[src/rtl/reg_file_wr_arbiter.sv]
`default_nettype none
// reg_file_wr_arbiter: owns the reg_file write port, clears every register after
// reset, then round-robins writes from two valid/ready write-back requesters.
module reg_file_wr_arbiter #(
  parameter int NREG = 32,
  parameter int AW   = 5,
  parameter int DW   = 32
) (
  input  logic          i_clk,
  input  logic          i_rst_n,
  input  logic          i_req0_valid,
  input  logic [AW-1:0] i_req0_addr,
  input  logic [DW-1:0] i_req0_data,
  output logic          o_req0_ready,
  input  logic          i_req1_valid,
  input  logic [AW-1:0] i_req1_addr,
  input  logic [DW-1:0] i_req1_data,
  output logic          o_req1_ready,
  output logic [AW-1:0] o_WA,
  output logic [DW-1:0] o_WD,
  output logic          o_WE,
  output logic          o_init_done,
  output logic          o_grant
);

  localparam logic [0:0]    ST_CLEAR  = 1'b0;
  localparam logic [0:0]    ST_RUN    = 1'b1;
  localparam logic [AW-1:0] LAST_ADDR = AW'(NREG - 1);

  logic [0:0]    state;
  logic [AW-1:0] clr_cnt;
  logic          ptr;
  logic          accept0;
  logic          accept1;

  // Readies are gated by reset so nothing is accepted in a cycle that will be aborted.
  always_comb begin
    o_req0_ready = 1'b0;
    o_req1_ready = 1'b0;
    if (i_rst_n && (state == ST_RUN)) begin
      o_req0_ready = i_req0_valid && (!i_req1_valid || (ptr == 1'b0));
      o_req1_ready = i_req1_valid && (!i_req0_valid || (ptr == 1'b1));
    end
  end

  assign accept0 = i_req0_valid && o_req0_ready;
  assign accept1 = i_req1_valid && o_req1_ready;

  always_ff @(posedge i_clk) begin
    if (!i_rst_n) begin
      state       <= ST_CLEAR;
      clr_cnt     <= '0;
      ptr         <= 1'b0;
      o_WE        <= 1'b0;
      o_WA        <= '0;
      o_WD        <= '0;
      o_init_done <= 1'b0;
      o_grant     <= 1'b0;
    end else begin
      case (state)
        ST_CLEAR: begin
          o_WE    <= 1'b1;
          o_WA    <= clr_cnt;
          o_WD    <= '0;
          clr_cnt <= clr_cnt + 1'b1;
          if (clr_cnt == LAST_ADDR) begin
            state       <= ST_RUN;
            o_init_done <= 1'b1;
          end
        end
        ST_RUN: begin
          // x0 writes still consume the grant but never assert the enable.
          if (accept0) begin
            o_WE    <= (i_req0_addr != '0);
            o_WA    <= i_req0_addr;
            o_WD    <= i_req0_data;
            o_grant <= 1'b0;
            ptr     <= 1'b1;
          end else if (accept1) begin
            o_WE    <= (i_req1_addr != '0);
            o_WA    <= i_req1_addr;
            o_WD    <= i_req1_data;
            o_grant <= 1'b1;
            ptr     <= 1'b0;
          end else begin
            o_WE <= 1'b0;
          end
        end
        default: state <= ST_CLEAR;
      endcase
    end
  end

endmodule
`default_nettype wire

[config.mk]
export PLATFORM = sky130hd
export DESIGN_NAME = reg_file_wr_arbiter
export DESIGN_NICKNAME = d
export VERILOG_FILES = /design/src/rtl/reg_file_wr_arbiter.sv
export SDC_FILE = /design/constraint.sdc
export NUM_CORES = 1
export LEC_CHECK = 0
export ABC_AREA = 1
export CORE_MARGIN = 2
export CORE_UTILIZATION = 37
export DETAILED_ROUTE_END_ITERATION = 16
export PLACE_DENSITY = 0.77
export SYNTH_ARGS = -nofsm -noshare
export SYNTH_HDL_FRONTEND = slang
export SYNTH_SLANG_ARGS = --single-unit
[constraint.sdc]
create_clock -name i_clk -period 1.17 [get_ports i_clk]
set_input_delay 0.2925 -clock i_clk [delete_from_list [all_inputs] [get_ports i_clk]]
set_output_delay 0.2925 -clock i_clk [all_outputs]
set_load 0.03 [all_outputs]
# Word-level counts from Yosys, hierarchy flattened
# Cells that the tools add are included.
dict set report totals {
  regBits 47
  input_bits 78
  output_inout_bits 42
  word_cells 44
}
dict set report op_classes {
  n_addsub 1
  eq_ne 2
  mux 17
  n_bitwise 2
  n_reduce_logical 14
}
# op count
set op_table {}
lappend op_table {{32-bit two-way mux} 2}
lappend op_table {{32-bit case mux with 2 select lines} 1}
lappend op_table {{1-bit two-way mux} 10}
lappend op_table {{5-bit two-way mux} 2}
lappend op_table {{5-bit case mux with 2 select lines} 1}
lappend op_table {{5-bit nonzero test} 2}
lappend op_table {{5-bit by 1-bit adder with 5-bit output (second input constant)} 1}
lappend op_table {{5-bit equality test (second input constant)} 1}
lappend op_table {{1-bit logical AND} 5}
lappend op_table {{2-bit AND reduction} 2}
lappend op_table {{3-bit by 1-bit inequality test with 1-bit output (second input constant)} 1}
lappend op_table {{1-bit zero test} 2}
lappend op_table {{1-bit logical OR} 2}
lappend op_table {{1-bit inverter} 2}
lappend op_table {{1-bit case mux with 2 select lines} 1}
lappend op_table {{2-bit nonzero test} 1}

# Depth between registers and ports, before layout
dict set report logic_depth {
  ltp_word 8
  depth_mapped 10
  mapped_depth_nobuf 9
}

# Least setup slack after synthesis
# No wires, ideal clock.
dict set report synth_path {
  kind {register to register}
  startpoint {register state}
  endpoint {register o_WE}
  setup_ns 0.057
  arrival_time_ns 1.282
  required_ns 1.113
  setup_slack_ns -0.170
  path_stages_with_launch 11
  n_path_buf 2
  synth_period_minus_slack_ns 1.340
  path_cell_list {dfxtp_1 -> buf_4 -> nand2_2 -> nor2_2 -> o21ai_2 -> buf_6 -> inv_1 -> nand2_1 -> nand2_1 -> o21ai_1 -> inv_1}
}
dict set report synth_via {
  elab_chain_cells 6
  word_cells_on_any_way 9
  classes_between {mux (5); bitwise (1); reduce/logical (3)}
}
# item line_no
set synth_lines {}
lappend synth_lines {{start, declared} 30} ;# logic [0:0] state;
lappend synth_lines {{start signal, assigned} 51} ;# state <= ST_CLEAR;
lappend synth_lines {{start signal, assigned} 67} ;# state <= ST_RUN;
lappend synth_lines {{start signal, assigned} 89} ;# default: state <= ST_CLEAR;
lappend synth_lines {{1-bit logical AND} 40} ;# if (i_rst_n && (state == ST_RUN)) begin
lappend synth_lines {{1-bit two-way mux} 40}
lappend synth_lines {{net o_req1_ready} 18} ;# output logic o_req1_ready,
lappend synth_lines {{1-bit logical AND} 47} ;# assign accept1 = i_req1_valid && o_req1_ready;
lappend synth_lines {{1-bit two-way mux} 79} ;# end else if (accept1) begin
lappend synth_lines {{1-bit two-way mux} 73} ;# if (accept0) begin
lappend synth_lines {{1-bit case mux with 2 select lines} 60} ;# case (state)
lappend synth_lines {{end signal, assigned} 74} ;# o_WE <= (i_req0_addr != '0);
lappend synth_lines {{end signal, assigned} 80} ;# o_WE <= (i_req1_addr != '0);
lappend synth_lines {{end, declared} 21} ;# output logic o_WE,
# The timed path passes the listed nets, and every way through them passes these cells.
# A chain may end at the register's enable or synchronous reset.

# Final worst setup path
dict set report layout_path {
  startpoint {register state}
  endpoint {output o_req0_ready}
}
dict set report layout_via {
  elab_chain_cells 2
}
# item line_no
set layout_lines {}
lappend layout_lines {{1-bit logical AND} 40}
lappend layout_lines {{1-bit two-way mux} 40}
lappend layout_lines {{end, declared} 14} ;# output logic o_req0_ready,
# No other way between the ends.

==> metrics <==
clock-pin transition on the worst setup and hold timing paths 0.09 ns; Reg-to-Reg End o_WD[1]; Crit. Startpoint state; Final Net Count 597; Seq/Total Area, Yosys 0.382; Crit Path Max Fanout 7; First-pass DRT Iterations 4; RSZ-0062 raised after global routing true; # setup viols final 44; syn_area_per_cell 6.80 sq um; num rows 29; synth unique cells 25; Area growth syn-to-layout 94.2%; Slew Viols, Final 0; launching point of the worst reg2reg path ptr; global route total overflow 0; PnR worst setup slack -0.319 ns; Total Power 3430 uW; Clock Path Buffers 2; Hold-fix buffers, CTS 0; Worst Hold Class reg2reg; R2R Setup Slk -0.29 ns; leakage 0.00198 uW; CTS tree built; die height 85.6 microns; Ports 120; via count 3011; pwr dens 718 nW/um^2; met3 Use GR 0.0510; Mapped Cells 362; failing checks setup timing; Vias per Instance 5.06; clk_skew 0.0140 ns; synthesized area 2460 sq um; Slew HR 0.790; Worst Reg2Reg Path Length in Cells 9; Starting Density 0.385; commonest non-fill, non-tap cell in the layout nand2_1; CTS Sinks 47; status finished, violations left; Mapped Nets 442; M1 GR Usage 0.264; largest net degree at the start of global routing 23; Tcrit/Tclk final 1.27; Startpoint Class flip-flop; worst skew pair latency 0.31 ns; CTS Root Cell clkbuf_8; min Tclk post-route 1.49 ns; GR Util met2 0.384; flops & latches, synth 47; port bufs 119; remaining routing DRC violations 0; Required @ worst endpoint 0.88 ns; die area 7320 sq um; core footprint 6390 sq um; fmax 671 MHz; most frequent cells in the layout nand2_1 (109), clkdlybuf4s50_1 (74), buf_4 (56); Antenna Diode Count 0; initial antenna violation count 0; worst slew pin tran 0.315 ns; number of H-tree levels 2; gp weighted congestion 0.805; Yosys warning total 0; worst vdd ir 558 uV; Routed Antenna Nets 0; GR Util All Layers 0.219; final hold viol count 0; width of the die 85.6 microns; vias in the first global route 2760; routed wire length 9.08 mm; WP data arrival 1.20 ns; critical setup path kind reg2out; Max-Cap Viols 0; wire length of the first global-routing pass 12.8 mm; design area 4780 sq um; Detailed Route Iter0 Violations 92; post-place instance area 3810 sq um; crit path to o_req0_ready; busiest layer in global routing met2; post-DR wirelength/cell 15.3 microns; Setup crit end kind primary output; Final HPWL DP 5.62 mm; setup tns final -9.40 ns; fraction of layout cells with a size suffix above 1 0.413; CTS Buf Count 5
[per-layer routing]
metal  vias up  wire length [microns]
li1       1461                      -
met2       122                   4680
met4         0                    216
met3        23                    614
met1      1405                   3570
met5         -                      0
[cell type report]
| class | instances | area, sq um |
|---|---|---|
| fillers | 450 | 1610 |
| well taps | 77 | 96.3 |
| flip-flops and latches | 47 | 967 |
| clock buffers | 6 | 82.6 |
| clock inverters | 2 | 38.8 |
| inverters | 31 | 125 |
| multi-input cells | 261 | 1680 |
| repair buffers | 171 | 1780 |
[worst min path at each step]
stage	slack (ns)	depth (start not counted)	endpoint	from
final	0.47	1	clr_cnt[3]	clr_cnt[3]
after global routing	0.49	2	o_WD[10]	o_WD[10]
after CTS	0.47	1	clr_cnt[3]	clr_cnt[3]
after detailed placement	0.45	1	clr_cnt[3]	clr_cnt[3]
after global placement	0.43	1	clr_cnt[3]	clr_cnt[3]
after floorplan	0.41	2	state	i_rst_n
[synth_stat cells]
| cell | n | area (sq um) |
|---|---|---|
| o21ai_1 | 2 | 10.0 |
| clkinv_1 | 1 | 3.75 |
| nand3_1 | 54 | 270 |
| nand3_2 | 1 | 10.0 |
| ha_1 | 2 | 25.0 |
| nand2_1 | 116 | 435 |
| buf_2 | 2 | 10.0 |
| buf_4 | 9 | 67.6 |
| nand2_2 | 2 | 12.5 |
| dfxtp_1 | 47 | 941 |
| nor2_8 | 1 | 20.0 |
| nor3_1 | 4 | 20.0 |
| nor2_1 | 12 | 45.0 |
| inv_2 | 1 | 3.75 |
| nand2_4 | 1 | 11.3 |
| o21ai_0 | 8 | 40.0 |
| o21ai_2 | 1 | 8.76 |
| inv_1 | 29 | 109 |
| clkbuf_1 | 4 | 15.0 |
| buf_6 | 8 | 90.1 |
| a21oi_1 | 39 | 195 |
| or2_2 | 6 | 37.5 |
| nor2_2 | 2 | 12.5 |
| nor2_4 | 1 | 11.3 |
| or2_1 | 9 | 56.3 |
[power breakdown]
part           switching [uW]  internal, uW  leakage, uW
clock network             594           704    0.0000618
registers                14.4          1610     0.000389
logic                     183           323      0.00153
[worst max-delay path, cell delays in order, from the launching register on]
cell	delay [ns]
dfxtp_4	0.39
nand3_4	0.10
nor2_8	0.14
buf_12	0.13
buf_8	0.12
[flip-flops by register name, summed over array words and instances (netlist names)]
name         cells
o_WA             5
state            1
clr_cnt          5
o_grant          1
ptr              1
o_WD            32
o_WE             1
o_init_done      1
[cell families after synthesis]
kind of cell | count (synthesis) | synth area share
AND/OR/NAND/NOR | 209 | 0.383
buffers and inverters | 54 | 0.121
AO/OA/AOI/OAI | 50 | 0.103
flip-flops | 47 | 0.382
adder cells (fa/ha/maj) | 2 | 0.0102
[through the flow]
step | cells | setup WS [ns] | utilization | hold WS [ns]
5_1_grt | 595 | -0.364 | 0.748 | 0.492
3_3_place_gp | 562 | -0.611 | 0.597 | 0.434
6_report | 595 | -0.319 | 0.748 | 0.472
3_5_place_dp | 562 | -0.681 | 0.597 | 0.452
2_1_floorplan | 362 | -0.158 | - | 0.406
4_1_cts | 586 | -0.330 | 0.663 | 0.474
[timing repair]
item / in CTS / in global routing
setup buffers: 13 / 9
gates resized for setup: 44 / 114
setup endpoints to repair: 47 / 49
pin swaps: 10 / 41
endpoints found under the hold margin: 0 / 0
cloned: 3 / 3
Note: power is estimated with default switching activity, not from simulation.
